==> src/rtl/fetch_pkg.sv <==
// Shared types and constants for the fetch stage: queue entry layout,
// instruction size in bytes and the bubble instruction shown when the queue is empty.
package fetch_pkg;

  localparam int XLEN = 32;
  localparam int INSTR_BYTES = 4;
  localparam logic [XLEN-1:0] NOP_INSTR = '0;

  typedef struct packed {
    logic [XLEN-1:0] instr;
    logic [XLEN-1:0] pc;
  } fetch_entry_t;

endpackage

==> src/rtl/fetch_fifo.sv <==
// In-order prefetch buffer: DEPTH entries held in registers so the head entry
// is readable in the same cycle it is stored. Flush empties it in one cycle.
module fetch_fifo #(
  parameter int WIDTH = 64,
  parameter int DEPTH = 4,
  localparam int PW = $clog2(DEPTH),
  localparam int CW = PW + 1
) (
  input  logic             CLK,
  input  logic             RESET_N,
  input  logic             flush,
  input  logic             push,
  input  logic [WIDTH-1:0] push_data,
  input  logic             pop,
  output logic [WIDTH-1:0] head_data,
  output logic [CW-1:0]    count,
  output logic             full,
  output logic             empty
);

  logic [WIDTH-1:0] mem [DEPTH];
  logic [PW-1:0]    wr_ptr_reg;
  logic [PW-1:0]    rd_ptr_reg;
  logic [CW-1:0]    count_reg;
  logic             do_pop;

  assign do_pop    = pop & ~empty;
  assign count     = count_reg;
  assign full      = (count_reg == CW'(DEPTH));
  assign empty     = (count_reg == '0);
  assign head_data = mem[rd_ptr_reg];

  // Power-of-two depth lets the pointers wrap naturally.
  always_ff @(posedge CLK) begin
    if (!RESET_N || flush) begin
      wr_ptr_reg <= '0;
      rd_ptr_reg <= '0;
      count_reg  <= '0;
    end else begin
      if (push)   wr_ptr_reg <= wr_ptr_reg + PW'(1);
      if (do_pop) rd_ptr_reg <= rd_ptr_reg + PW'(1);
      count_reg <= count_reg + CW'(push) - CW'(do_pop);
    end
  end

  always_ff @(posedge CLK) begin
    if (push) mem[wr_ptr_reg] <= push_data;
  end

endmodule

==> src/rtl/fetch_queue.sv <==
// Fetch producer: credit-limited sequential requests, in-order prefetch queue,
// redirect squash. Define FETCH_PERF_CNT_EN to add StallCnt/SquashCnt outputs.
module fetch_queue
  import fetch_pkg::*;
#(
  parameter int              SIZE     = 32,
  parameter int              DEPTH    = 4,
  parameter logic [SIZE-1:0] RESET_PC = '0
) (
  input  logic            CLK,
  input  logic            RESET_N,
  input  logic            StallF,
  input  logic            BranchE,
  input  logic [SIZE-1:0] TargetE,
  output logic            ImemReq,
  output logic [SIZE-1:0] ImemAddr,
  input  logic            ImemGnt,
  input  logic            ImemRValid,
  input  logic [SIZE-1:0] ImemRData,
  output logic [SIZE-1:0] InstrF,
  output logic [SIZE-1:0] PCF,
  output logic            ValidF
`ifdef FETCH_PERF_CNT_EN
  ,
  output logic [31:0]     StallCnt,
  output logic [31:0]     SquashCnt
`endif
);

  localparam int CW = $clog2(DEPTH) + 1;

  logic [SIZE-1:0]   pc_reg, pc_next;
  logic [SIZE-1:0]   resp_pc_reg, resp_pc_next;
  logic [CW-1:0]     outstanding_reg, outstanding_next;
  logic [CW-1:0]     discard_reg, discard_next;
  logic [CW-1:0]     occupancy;
  logic [CW:0]       credit_used;
  logic [2*SIZE-1:0] head_data;
  logic              fifo_full, fifo_empty;
  logic              fire, push, pop;
  logic [SIZE-1:0]   target_aligned;
  logic              target_lsb_unused;

  assign target_aligned    = {TargetE[SIZE-1:2], 2'b00};
  assign target_lsb_unused = ^TargetE[1:0];

  // Buffered plus in-flight words never exceed DEPTH, so a response always has a slot.
  assign credit_used = {1'b0, occupancy} + {1'b0, outstanding_reg};
  assign ImemReq  = RESET_N && (credit_used < (CW+1)'(DEPTH)) && !BranchE && (discard_reg == '0);
  assign ImemAddr = pc_reg;
  assign fire     = ImemReq & ImemGnt;
  assign push     = ImemRValid & ~BranchE & (discard_reg == '0);
  assign pop      = ValidF & ~StallF & ~BranchE;

  assign ValidF = ~fifo_empty;
  assign InstrF = fifo_empty ? SIZE'(NOP_INSTR) : head_data[2*SIZE-1:SIZE];
  assign PCF    = fifo_empty ? '0 : head_data[SIZE-1:0];

  fetch_fifo #(.WIDTH(2*SIZE), .DEPTH(DEPTH)) u_fifo (
    .CLK       (CLK),
    .RESET_N   (RESET_N),
    .flush     (BranchE),
    .push      (push),
    .push_data ({ImemRData, resp_pc_reg}),
    .pop       (pop),
    .head_data (head_data),
    .count     (occupancy),
    .full      (fifo_full),
    .empty     (fifo_empty)
  );

  // resp_pc tracks the address of the next kept response: responses are in
  // order, and every kept one follows the last redirect target sequentially.
  always_comb begin
    pc_next          = pc_reg;
    resp_pc_next     = resp_pc_reg;
    outstanding_next = outstanding_reg + CW'(fire) - CW'(ImemRValid);
    discard_next     = discard_reg;
    if (BranchE) begin
      pc_next      = target_aligned;
      resp_pc_next = target_aligned;
      discard_next = outstanding_reg + CW'(fire) - CW'(ImemRValid);
    end else begin
      if (fire) pc_next = pc_reg + SIZE'(INSTR_BYTES);
      if (ImemRValid) begin
        if (discard_reg != '0) discard_next = discard_reg - CW'(1);
        else                   resp_pc_next = resp_pc_reg + SIZE'(INSTR_BYTES);
      end
    end
  end

  always_ff @(posedge CLK) begin
    if (!RESET_N) begin
      pc_reg          <= RESET_PC;
      resp_pc_reg     <= RESET_PC;
      outstanding_reg <= '0;
      discard_reg     <= '0;
    end else begin
      pc_reg          <= pc_next;
      resp_pc_reg     <= resp_pc_next;
      outstanding_reg <= outstanding_next;
      discard_reg     <= discard_next;
    end
  end

  a_no_overflow: assert property (@(posedge CLK) disable iff (!RESET_N) !(push && fifo_full));

`ifdef FETCH_PERF_CNT_EN
  logic [31:0] stall_cnt_reg, squash_cnt_reg;
  logic [CW:0] squash_inc;
  logic [32:0] squash_sum;

  // Squashed work: valid entries flushed by a redirect plus each dropped response.
  assign squash_inc = (BranchE ? {1'b0, occupancy} : '0)
                    + (CW+1)'(ImemRValid && (BranchE || discard_reg != '0));
  assign squash_sum = {1'b0, squash_cnt_reg} + 33'(squash_inc);

  always_ff @(posedge CLK) begin
    if (!RESET_N) begin
      stall_cnt_reg  <= '0;
      squash_cnt_reg <= '0;
    end else begin
      if (ValidF && StallF && stall_cnt_reg != '1) stall_cnt_reg <= stall_cnt_reg + 32'd1;
      squash_cnt_reg <= squash_sum[32] ? '1 : squash_sum[31:0];
    end
  end

  assign StallCnt  = stall_cnt_reg;
  assign SquashCnt = squash_cnt_reg;
`endif

endmodule
==> config.mk <==
export PLATFORM = sky130hd
export DESIGN_NAME = fetch_queue
export DESIGN_NICKNAME = d
export VERILOG_FILES = /design/src/rtl/fetch_pkg.sv /design/src/rtl/fetch_fifo.sv /design/src/rtl/fetch_queue.sv
export SDC_FILE = /design/constraint.sdc
export NUM_CORES = 1
export LEC_CHECK = 0
export BUFFER_PORTS_ARGS = -buffer_cell sky130_fd_sc_hd__buf_2
export CAP_MARGIN = 20
export CORE_MARGIN = 8
export CORE_UTILIZATION = 40
export CTS_CLUSTER_DIAMETER = 150
export DETAILED_ROUTE_END_ITERATION = 8
export GPL_ROUTABILITY_DRIVEN = 0
export GPL_TIMING_DRIVEN = 1
export SYNTH_ARGS = -nofsm -noshare
export SYNTH_HDL_FRONTEND = slang
export SYNTH_HIERARCHICAL = 1
export SYNTH_SLANG_ARGS = --single-unit
==> constraint.sdc <==
create_clock -name CLK -period 8.15 [get_ports CLK]
set_input_delay 1.2225 -clock CLK [delete_from_list [all_inputs] [get_ports CLK]]
set_output_delay 1.2225 -clock CLK [all_outputs]
set_load 0.01 [all_outputs]
### Word-level counts from Yosys, hierarchy flattened

Memories as Yosys holds them, arrays and structs flattened. A register that Yosys moved wholly into a read port is not among the register bits.
Index checks and enable logic that the tools add are counted.
W data, S select, Z words.

| storage, ports and cells | value |
|---|---|
| register bits after elaboration | 77 |
| bits in writable memories | 256 |
| input bits | 70 |
| output and inout port bits | 98 |
| logic and storage cells | 63 |
| memories | 1 |

Memories:

| name | words | width | read ports | clocked after memory_dff | wr ports | RTL line | source |
|---|---|---|---|---|---|---|---|
| u_fifo.mem | 4 | 64 | 1 | 1 | 1 | fetch_fifo.sv:21 | `logic [WIDTH-1:0] mem [DEPTH];` |

| cells by class | value |
|---|---|
| add/subtract/negate cells | 10 |
| magnitude comparators | 1 |
| eq/ne operators | 1 |
| multiplexer cells | 14 |
| bitwise logic cells | 11 |
| reduce and logical (&&, ||, !) cells | 16 |

Operator list:

| kind | count |
|---|---|
| $mux W32 | 7 |
| $add A32 B3 Y32 const B | 2 |
| $mux W3 | 3 |
| $add A3 B1 Y3 | 2 |
| $and A1 B1 Y1 | 6 |
| $logic_not A3 Y1 | 2 |
| $reduce_and A2 Y1 | 3 |
| $reduce_bool A2 Y1 | 3 |
| $sub A3 B1 Y3 | 2 |
| $not A1 Y1 | 5 |
| $add A2 B1 Y2 const B | 2 |
| $add A3 B3 Y4 | 1 |
| $lt A4 B3 Y1 const B | 1 |
| $mux W2 | 2 |
| $logic_and A1 B1 Y1 | 3 |
| $reduce_bool A3 Y1 | 1 |
| $sub A3 B1 Y3 const B | 1 |
| $logic_not A1 Y1 | 2 |
| $mux W1 | 2 |
| $ne A2 B2 Y1 const B | 1 |
| $reduce_or A2 Y1 | 1 |
| $logic_or A1 B1 Y1 | 1 |

### Logic depth before layout (Yosys ltp)

Gate-level depths: netlist (run 1).

| depth | value |
|---|---|
| depth after elaboration | 9 |
| depth in mapped cells | 15 |

### Cells and area by module

The synthesis (run 1) kept the hierarchy.

By module, submodules not included:

| module | times used | cells an instance | area each (um2) | sequential area each (um2) |
|---|---|---|---|---|
| fetch_fifo | 1 | 380 | 9791.9 | 7867.5 |
| fetch_queue | 1 | 533 | 4120.2 | 1321.3 |

### Worst setup path after synthesis (run 1)

OpenSTA, ideal clock, no wires.

| timing | value |
|---|---|
| path type | input to register |
| from | input BranchE |
| to | memory u_fifo.mem[0][0] (enable) |
| setup time | 0.429 ns |
| arrival | 3.496 ns |
| setup slack | 4.225 ns |
| stages on the path | 4 |
| path through | clkbuf_1 -> clkbuf_1 -> nor2_1 -> and2_1 |

| on the way | value |
|---|---|
| cells in the longest elaborated chain, start to end | 5 |

RTL lines:

| what | RTL line | source |
|---|---|---|
| start: declaration | fetch_queue.sv:13 | `input logic BranchE,` |
| $not A1 Y1 | fetch_queue.sv:52 | `assign push = ImemRValid & ~BranchE & (discard_reg == '0);` |
| $and A1 B1 Y1 (2 in series) | fetch_queue.sv:52 |  |
| named net push | fetch_queue.sv:40 | `logic fire, push, pop;` |
| $mux W1 | fetch_fifo.sv:47 | `if (push) mem[wr_ptr_reg] <= push_data;` |
| $mux W1 (implied by the code) | fetch_fifo.sv:47 |  |
| end: declaration | fetch_fifo.sv:21 |  |

The timed path passes the listed nets, and every way through them passes these cells.

==> flow_summary.json, run 1 <==
{
  "fp.coreArea_mm2": 0.03437,
  "post_drt_wl_per_cell_um": 19.74,
  "pre_cts_slack_ns": 3.770,
  "dieArea_mm2": 0.04098,
  "share_seq_of_total_power_pct": 50.2,
  "fin_util_pct": 47.40,
  "route.detailed.drc": 0,
  "crit_type": "reg -> out",
  "ir_worst_vdd_v": 0.0001056,
  "hold_path_class": "reg -> reg",
  "first_pass_iters": 4,
  "start_util_pct": 40.45,
  "path_clk_slew_ns": 0.05,
  "switching_share_pct": 21.94,
  "cts_tree": "built",
  "crit_chain": "buf_4 -> mux4_1 -> nor2b_1 -> buf_2",
  "leakage_nw": 5.655,
  "largest_reg_flops": 256,
  "dp.cells": 1496,
  "post-cts-setup-buffers": 0,
  "hold_path_depth": 2,
  "tightest_slew_ns": 0.9972,
  "port-buffer-count": 163,
  "power.internal_mw": 3.027,
  "powerDensity_mw_per_mm2": 238.0,
  "syn_to_final_growth_pct": 17.17,
  "nNetsFinal": 1166,
  "grt_pass1_wl_um": 49030,
  "dieWidth_um": 202.4,
  "max_stage_delay_ns": 0.82,
  "finalSetupViolCount": 0,
  "postSynthCellCount": 912,
  "r2r_slack_ns": 4.95,
  "critPathMaxFanout": 49,
  "vias": 8205,
  "drive_gt1_share_pct": 27.03,
  "netlist_area_mm2": 0.01390,
  "wl_um": 30820,
  "timing.final.hold_violations": 0,
  "diodes": 0,
  "required_ns": 6.93,
  "slew_violations": 0,
  "slowest_stage": "buf_4",
  "post-route-worst-setup-slack_ns": 4.008,
  "power.switching_mw": 0.8506,
  "r2r-start": "u_fifo/count[2]",
  "final_cells": 1561,
  "reg2regPathDepth": 13,
  "drt_iter0_markers": 491,
  "ant_nets": 0,
  "setup-tns-final_ns": 0,
  "insertion_delay_ns": 0.52,
  "status": "complete, no violations",
  "numCtsBuffers": 37,
  "slew_headroom_pct": 33.27,
  "grt_overflow": 0,
  "antenna_found_initial": 0,
  "ctsResizeCount": 0,
  "holdBufCountCts": 0,
  "cap_violations": 0,
  "hpwl_um": 19030,
  "hold_start": "u_fifo/rd_ptr_reg[1]",
  "grt_start_max_net_pins": 67,
  "finalClockSkew_ns": 0.02219,
  "startpoint_type": "register",
  "rsz0062_at_grt": "false",
  "htree_levels": 2,
  "die_h_um": 202.4,
  "grt_pass1_vias": 8501,
  "clockBufferDepth": 3,
  "clock.fmax_ghz": 0.2414,
  "arrival_ns": 2.92,
  "cts.sinks": 331,
  "boundaryPins": 168,
  "synth.avg_cell_area_um2": 15.25,
  "ys.warnings.count": 6,
  "period_minus_slack_ns": 4.142,
  "routed_via_density": 5.256,
  "r2r_end": "discard_reg[2]",
  "placementRows": 68,
  "clockRootBuffer": "clkbuf_16",
  "fillers": 3024,
  "final.period_utilization_pct": 50.82,
  "cp-end-kind": "output port",
  "clock_power_share_pct": 42.6,
  "grtUsageTotal_pct": 15.00,
  "power_frac_comb_pct": 7.2
}
-- per-stage QoR --
step                      area [µm²]  hold slack [ns]  total power [mW]
after global routing           16290           0.5349             4.037
after detailed placement       15080           0.5055             2.267
after floorplan                13940           0.4758             2.153
after CTS                      16290           0.5168             3.927
after global placement         15070           0.4875             2.259
final                          16290           0.5182             3.877
-- area by class of cell --
cell class | instances | area (µm²) | area share, %
flip-flops and latches | 331 | 9194 | 56.43
clock buffers | 49 | 1022 | 6.274
repair buffers | 173 | 890.9 | 5.468
inverters | 20 | 75.07 | 0.4608
clock inverters | 16 | 193.9 | 1.190
well taps | 455 | 569.3 | 3.494
multi-input cells | 517 | 4347 | 26.68
-- placed cells by master (no fill, tap or decap), drive strengths merged, types with 3 or more instances in the layout --
cell type,n
edfxtp,256
buf,173
dfxtp,75
nor2b,65
mux4,64
a21oi,51
clkbuf,49
o21ai,36
nand2,31
nand3,29
xnor2,28
nor2,28
nand4,20
inv,19
a31oi,17
ha,14
and2,14
nor3,13
xor2,12
and3,12
and4,11
clkinv,11
conb,10
nor4,9
mux2i,7
or3,5
a211oi,4
bufinv,4
a21boi,3
or3b,3
-- how the worst max path moves through the flow --
stage              from                to  slack (ns)  cells after the start
2_1_floorplan   BranchE  u_fifo/mem[0][0]        4.23                      4
3_3_place_gp    RESET_N    discard_reg[2]        3.75                     13
3_5_place_dp    RESET_N    discard_reg[2]        3.77                     13
4_1_cts        register        InstrF[30]        3.85                      4
5_1_grt        register        InstrF[30]        3.71                      4
6_report       register        InstrF[30]        4.01                      4
-- metal layers --
metal	GRT usage, %	wire length, µm	vias up
li1	-	-	3844
met1	21.19	14290	4066
met2	23.05	13830	257
met3	3.971	2237	38
met4	3.160	453	0
met5	0	0	-
-- power groups by stage --
stage               logic [mW]  clock network, mW  registers [mW]
finish                   0.280               1.65            1.95
global route             0.313               1.77            1.96
CTS                      0.286               1.69            1.95
detailed placement       0.284                  0            1.98
global placement         0.280                  0            1.98
floorplan                0.182                  0            1.97
-- worst max-delay path: cells and delay by family (launching register included) --
family        cells  cell delay, ns
buf+inv           2            0.99
mux               1            0.68
flops             1            0.54
simple gates      1            0.15
(Power assumes the default switching activity.)
==> inputs of run 2 (changes only) <==
==> constraint.sdc (replaced) <==
create_clock -name CLK -period 4.3 [get_ports CLK]
set_input_delay 0.645 -clock CLK [delete_from_list [all_inputs] [get_ports CLK]]
set_output_delay 0.645 -clock CLK [all_outputs]
set_load 0.01 [all_outputs]
==> run 2 against run 1 <==
Against the previous run:
- count of clock-buffer cells in the layout grew 2
- via count is essentially flat
- cell area grew 0.23%
- flip-flop and latch count is the same
- global-route usage shrank 0.42 points
- final cell count grew 0.32%
- sequential share of layout area shrank 0.13 points
- total power grew 86%
- sequential power grew 89%
- clock power grew 80%
==> flow_summary.json, run 2 (synthesis results as in run 1) <==
{
  "start_util_pct": 40.45,
  "reg2regPathDepth": 12,
  "worstHoldEndpoint": "u_fifo/mem[3][44]",
  "grt_overflow": 0,
  "slowest_stage": "dfxtp_4",
  "hpwl_um": 19250,
  "layout_commonest_cell": "edfxtp_1",
  "fp.coreArea_mm2": 0.03437,
  "leakage_nw": 5.667,
  "critPathBufInv": 2,
  "numCtsBuffers": 37,
  "finalClockSkew_ns": 0.008836,
  "power.switching_mw": 1.584,
  "crit_family": "flip-flops",
  "use_met2_pct": 22.78,
  "setup-tns-final_ns": 0,
  "holdBufCountCts": 0,
  "placementRows": 68,
  "power_frac_comb_pct": 7.5,
  "grt_pass1_vias": 8256,
  "grtUsageTotal_pct": 14.58,
  "htree_levels": 2,
  "fin_util_pct": 47.51,
  "rsz0062_at_grt": "false",
  "slew_headroom_pct": 36.84,
  "clockRootBuffer": "clkbuf_16",
  "busiest_layer": "met2",
  "first_pass_iters": 5,
  "ir_worst_vdd_v": 0.0002511,
  "grtUsageMet1_pct": 20.41,
  "startpoint_type": "register",
  "tightest_slew_ns": 0.9439,
  "r2r-start": "u_fifo/count[2]",
  "crit_chain": "buf_4 -> mux4_1 -> nor2b_1 -> buf_2",
  "path_clk_slew_ns": 0.06,
  "max_stage_delay_ns": 0.68,
  "clock.fmax_ghz": 0.3216,
  "share_seq_of_total_power_pct": 51.3,
  "cap_violations": 0,
  "dpl_cell_area_mm2": 0.01519,
  "hold_start": "ImemRData[12]",
  "post-route-worst-setup-slack_ns": 1.191,
  "timing.final.hold_violations": 0,
  "cp-end-kind": "output port",
  "clockBufferDepth": 3,
  "r2r_slack_ns": 1.43,
  "final_cell_mix": "256 x edfxtp_1, 163 x buf_2, 73 x dfxtp_1, 65 x nor2b_1, 60 x mux4_2",
  "cts.sinks": 331,
  "diodes": 0,
  "ctsResizeCount": 0,
  "clock_power_share_pct": 41.3,
  "post_drt_wl_per_cell_um": 19.59,
  "route.detailed.drc": 0,
  "die_h_um": 202.4,
  "final.period_utilization_pct": 72.31,
  "finalSetupViolCount": 0,
  "fin_area_mm2": 0.01633,
  "drt_iter0_markers": 414,
  "antenna_found_initial": 0,
  "post-cts-setup-buffers": 0,
  "grt.met3_usage_pct": 3.346,
  "arrival_ns": 2.46,
  "fin_hold_ws_ns": 0.3526,
  "required_ns": 3.65,
  "pre_cts_slack_ns": 1.336,
  "routed_via_density": 5.241,
  "grt_start_max_net_pins": 66,
  "critPathMaxFanout": 25,
  "grt_pass1_wl_um": 47620,
  "switching_share_pct": 22.02,
  "largest_reg_flops": 256,
  "nNetsFinal": 1171,
  "r2r_end": "discard_reg[2]",
  "cts_tree": "built",
  "powerDensity_mw_per_mm2": 440.5,
  "ant_nets": 0,
  "wl_um": 30670,
  "status": "complete, no violations",
  "syn_to_final_growth_pct": 17.44,
  "drive_gt1_share_pct": 26.91,
  "period_minus_slack_ns": 3.109,
  "dieWidth_um": 202.4,
  "hold_path_class": "in -> reg",
  "insertion_delay_ns": 0.51,
  "power.internal_mw": 5.609,
  "dieArea_mm2": 0.04098,
  "boundaryPins": 168,
  "vias": 8208,
  "port-buffer-count": 163,
  "slew_violations": 0,
  "crit_type": "reg -> out",
  "hold_path_depth": 1
}
## run 2: changes by cell type in the layout (fill, tap and decap cells not counted), moves of 2 or more
cell        before  now
inv_6            0    2
clkbuf_1         8   10
bufinv_16        4    2
buf_12           0    6
clkinvlp_4       2    0
clkinv_1         6    9
## run 2: final cells by class
| class | count | area (µm²) |
|---|---|---|
| repair buffers | 178 | 1003 |
| flip-flops and latches | 331 | 9194 |
| clock inverters | 14 | 117.6 |
| well taps | 455 | 569.3 |
| fillers | 3057 | 18040 |
| inverters | 20 | 75.07 |
| clock buffers | 51 | 1023 |
| multi-input cells | 517 | 4347 |
## run 2: worst reg2reg max path, stage by stage (launching register included)
cell and delay (ns):
dfxtp_1 0.43, ha_1 0.27, nor3_1 0.15, and4_1 0.26, inv_2 0.20, ha_1 0.34, inv_1 0.04, ha_1 0.18
fa_1 0.38, xnor2_1 0.18, xnor2_1 0.16, mux2i_1 0.09, nor2_1 0.11
## run 2: power by group through the flow
| stage | sequential [mW] | clock, mW | combinational, mW |
|---|---|---|---|
| after detailed placement | 3.76 | 0 | 0.545 |
| final | 3.69 | 2.97 | 0.537 |
| after global routing | 3.71 | 3.18 | 0.596 |
| after floorplan | 3.74 | 0 | 0.345 |
| after global placement | 3.75 | 0 | 0.538 |
| after CTS | 3.69 | 3.06 | 0.548 |
## run 2: stage by stage
step | cells | power (mW)
finish | 1566 | 7.193
global route | 1566 | 7.484
CTS | 1566 | 7.293
detailed placement | 1501 | 4.300
global placement | 1501 | 4.287
floorplan | 921 | 4.080
## run 2: routing by layer
layer	wire length, µm	vias to the layer above
met4	516	0
met2	13850	253
met3	2005	43
li1	-	3867
met1	14300	4045
met5	0	-
## run 2: how the worst max path moves through the flow
stage / depth (start not counted) / start / slack, ns / to
after floorplan: 4 / BranchE / 0.95 / u_fifo/mem[0][0]
after global placement: 12 / BranchE / 1.34 / discard_reg[2]
after detailed placement: 12 / BranchE / 1.34 / discard_reg[2]
after CTS: 4 / register / 1.11 / InstrF[30]
after global routing: 4 / register / 1.02 / InstrF[30]
final: 4 / register / 1.19 / InstrF[30]
==> inputs of run 3 (changes only) <==
==> constraint.sdc (replaced) <==
create_clock -name CLK -period 2.73 [get_ports CLK]
set_input_delay 0.4095 -clock CLK [delete_from_list [all_inputs] [get_ports CLK]]
set_output_delay 0.4095 -clock CLK [all_outputs]
set_load 0.01 [all_outputs]
==> run 3 against run 2 <==
Against the previous run:
- register-to-register slack worse by 1.3 ns
- clock skew up 0.0056 ns
- combinational power up 64%
- cell area up 2.4%
- first-iteration DRC count down 2.4%
- count of clock-buffer cells in the layout down 7
- sequential share of layout area down 1.3 points
- highest routed layer unchanged
==> flow_summary.json, run 3 (synthesis results as in run 1) <==
{
  "status": "complete, no violations",
  "drt_iter0_markers": 404,
  "grt_pass1_vias": 8446,
  "cp-end-kind": "register",
  "largest_reg_flops": 256,
  "dieArea_mm2": 0.04098,
  "port-buffer-count": 163,
  "ir_worst_vdd_v": 0.0003931,
  "hold_path_class": "in -> reg",
  "arrival_ns": 2.99,
  "critPathMaxFanout": 5,
  "crit_family": "adder cells",
  "grtUsageTotal_pct": 14.78,
  "ant_nets": 0,
  "route.detailed.drc": 0,
  "clock.fmax_ghz": 0.3916,
  "slowest_stage": "fa_1",
  "cts.sinks": 331,
  "fillers": 3028,
  "crit_chain": "ha_1 -> and4bb_1 -> and4_4 -> inv_2 -> ha_1 -> inv_1 -> ha_1 -> fa_1 -> xnor2_1 -> xnor2_1 -> mux2i_1 -> nor2_1",
  "grt_start_max_net_pins": 66,
  "period_minus_slack_ns": 2.554,
  "hold_path_depth": 1,
  "critPathBufInv": 2,
  "final_cell_mix": "256 x edfxtp_1, 163 x buf_2, 72 x dfxtp_1, 65 x nor2b_1, 60 x mux4_2",
  "required_ns": 3.17,
  "crit_cells": 12,
  "slew_headroom_pct": 66.54,
  "wl_um": 30660,
  "cap_violations": 0,
  "syn_to_final_growth_pct": 20.26,
  "grt_overflow": 0,
  "clockBufferDepth": 3,
  "powerDensity_mw_per_mm2": 707.9,
  "routed_via_density": 5.246,
  "post_drt_wl_per_cell_um": 19.29,
  "grt_pass1_wl_um": 48510,
  "final.period_utilization_pct": 93.55,
  "htree_levels": 2,
  "clockRootBuffer": "clkbuf_16",
  "rsz0062_at_grt": "false",
  "die_h_um": 202.4,
  "fin_hold_ws_ns": 0.1110,
  "vias": 8336,
  "boundaryPins": 168,
  "diodes": 0,
  "r2r_slack_ns": 0.18,
  "timing.final.hold_violations": 0,
  "finalSetupViolCount": 0,
  "insertion_delay_ns": 0.51,
  "fp.coreArea_mm2": 0.03437,
  "leakage_nw": 5.861,
  "finalClockSkew_ns": 0.01442,
  "reg2regPathDepth": 12,
  "crit_path_frequent_cell": "ha_1",
  "max_stage_delay_ns": 0.38,
  "cts_tree": "built",
  "hpwl_um": 20020,
  "nNetsFinal": 1193,
  "antenna_found_initial": 0,
  "startpoint_type": "register",
  "dieWidth_um": 202.4,
  "tightest_slew_ns": 0.4967,
  "path_clk_slew_ns": 0.06,
  "numCtsBuffers": 37,
  "placementRows": 68,
  "setup-tns-final_ns": 0,
  "drive_gt1_share_pct": 29.28,
  "crit_type": "reg -> reg",
  "layout_commonest_cell": "edfxtp_1",
  "slew_violations": 0,
  "first_pass_iters": 5,
  "start_util_pct": 40.45
}
## run 3: cell count changes in the layout (fill, tap and decap cells not counted), moves of 2 or more
| cell | delta |
|---|---|
| clkinvlp_4 | +2 |
| clkbuf_8 | -2 |
| clkinv_2 | +2 |
| buf_12 | +6 |
| bufinv_16 | +5 |
| clkbuf_1 | -4 |
| inv_6 | -2 |
| buf_4 | +16 |
## run 3: timing repair
action                                  in CTS  in global routing
endpoints found under the setup margin       0                 16
hold buffers                                 0                  0
buffers inserted                             0                  7
gates resized for setup                      0                  6
endpoints found under the hold margin        0                  0
## run 3: worst paths after layout
| check | to | start |
|---|---|---|
| min reg2reg | register | u_fifo/rd_ptr_reg[1] |
| max reg2reg | discard_reg[2] | u_fifo/count[2] |
| max | discard_reg[2] | u_fifo/count[2] |
| min | u_fifo/mem[2][39] | ImemRData[7] |
## run 3: final cells by class
type	instances	area [µm²]	area share, %
clock buffers	44	973.4	5.821
repair buffers	200	1244	7.437
flip-flops and latches	331	9198	55.00
clock inverters	22	296.5	1.773
well taps	455	569.3	3.404
inverters	20	75.07	0.4489
multi-input cells	517	4367	26.11
## run 3: where the power goes
group          leakage [nW]  internal [mW]  total [mW]  switching, mW
registers              2.95           5.65        5.81          0.157
logic                  2.29          0.403       0.883          0.481
clock network         0.612           3.21        5.15           1.93
total                  5.86           9.27        11.8           2.57
## run 3: per-layer routing
metal	GRT usage, %	up-vias	share of wire [%]
li1	-	3910	-
met1	21.34	4109	46
met2	22.57	279	45
met3	3.138	38	6.7
met4	3.497	0	1.6
met5	0	-	0
## run 3: through the flow
step / area, µm² / cells / power [mW] / setup slack [ns] / utilization [%]
3_3_place_gp: 15380 / 1516 / 6.773 / 0.1735 / 44.74
6_report: 16720 / 1589 / 11.84 / 0.1762 / 48.65
3_5_place_dp: 15380 / 1516 / 6.796 / 0.09799 / 44.74
2_1_floorplan: 13940 / 921 / 6.422 / 0.04709 / -
4_1_cts: 16650 / 1582 / 11.98 / 0.01405 / 48.43
5_1_grt: 16720 / 1589 / 12.28 / 0.005035 / 48.65
## run 3: worst reg2reg max path: cells and delay by family (launching register included)
kind,cells,cell delay (ns)
adder cells (fa/ha/maj),4,1.00
XOR/XNOR,2,0.36
buffers and inverters,2,0.08
AND/OR/NAND/NOR,3,0.60
flip-flops,1,0.35
multiplexers,1,0.09
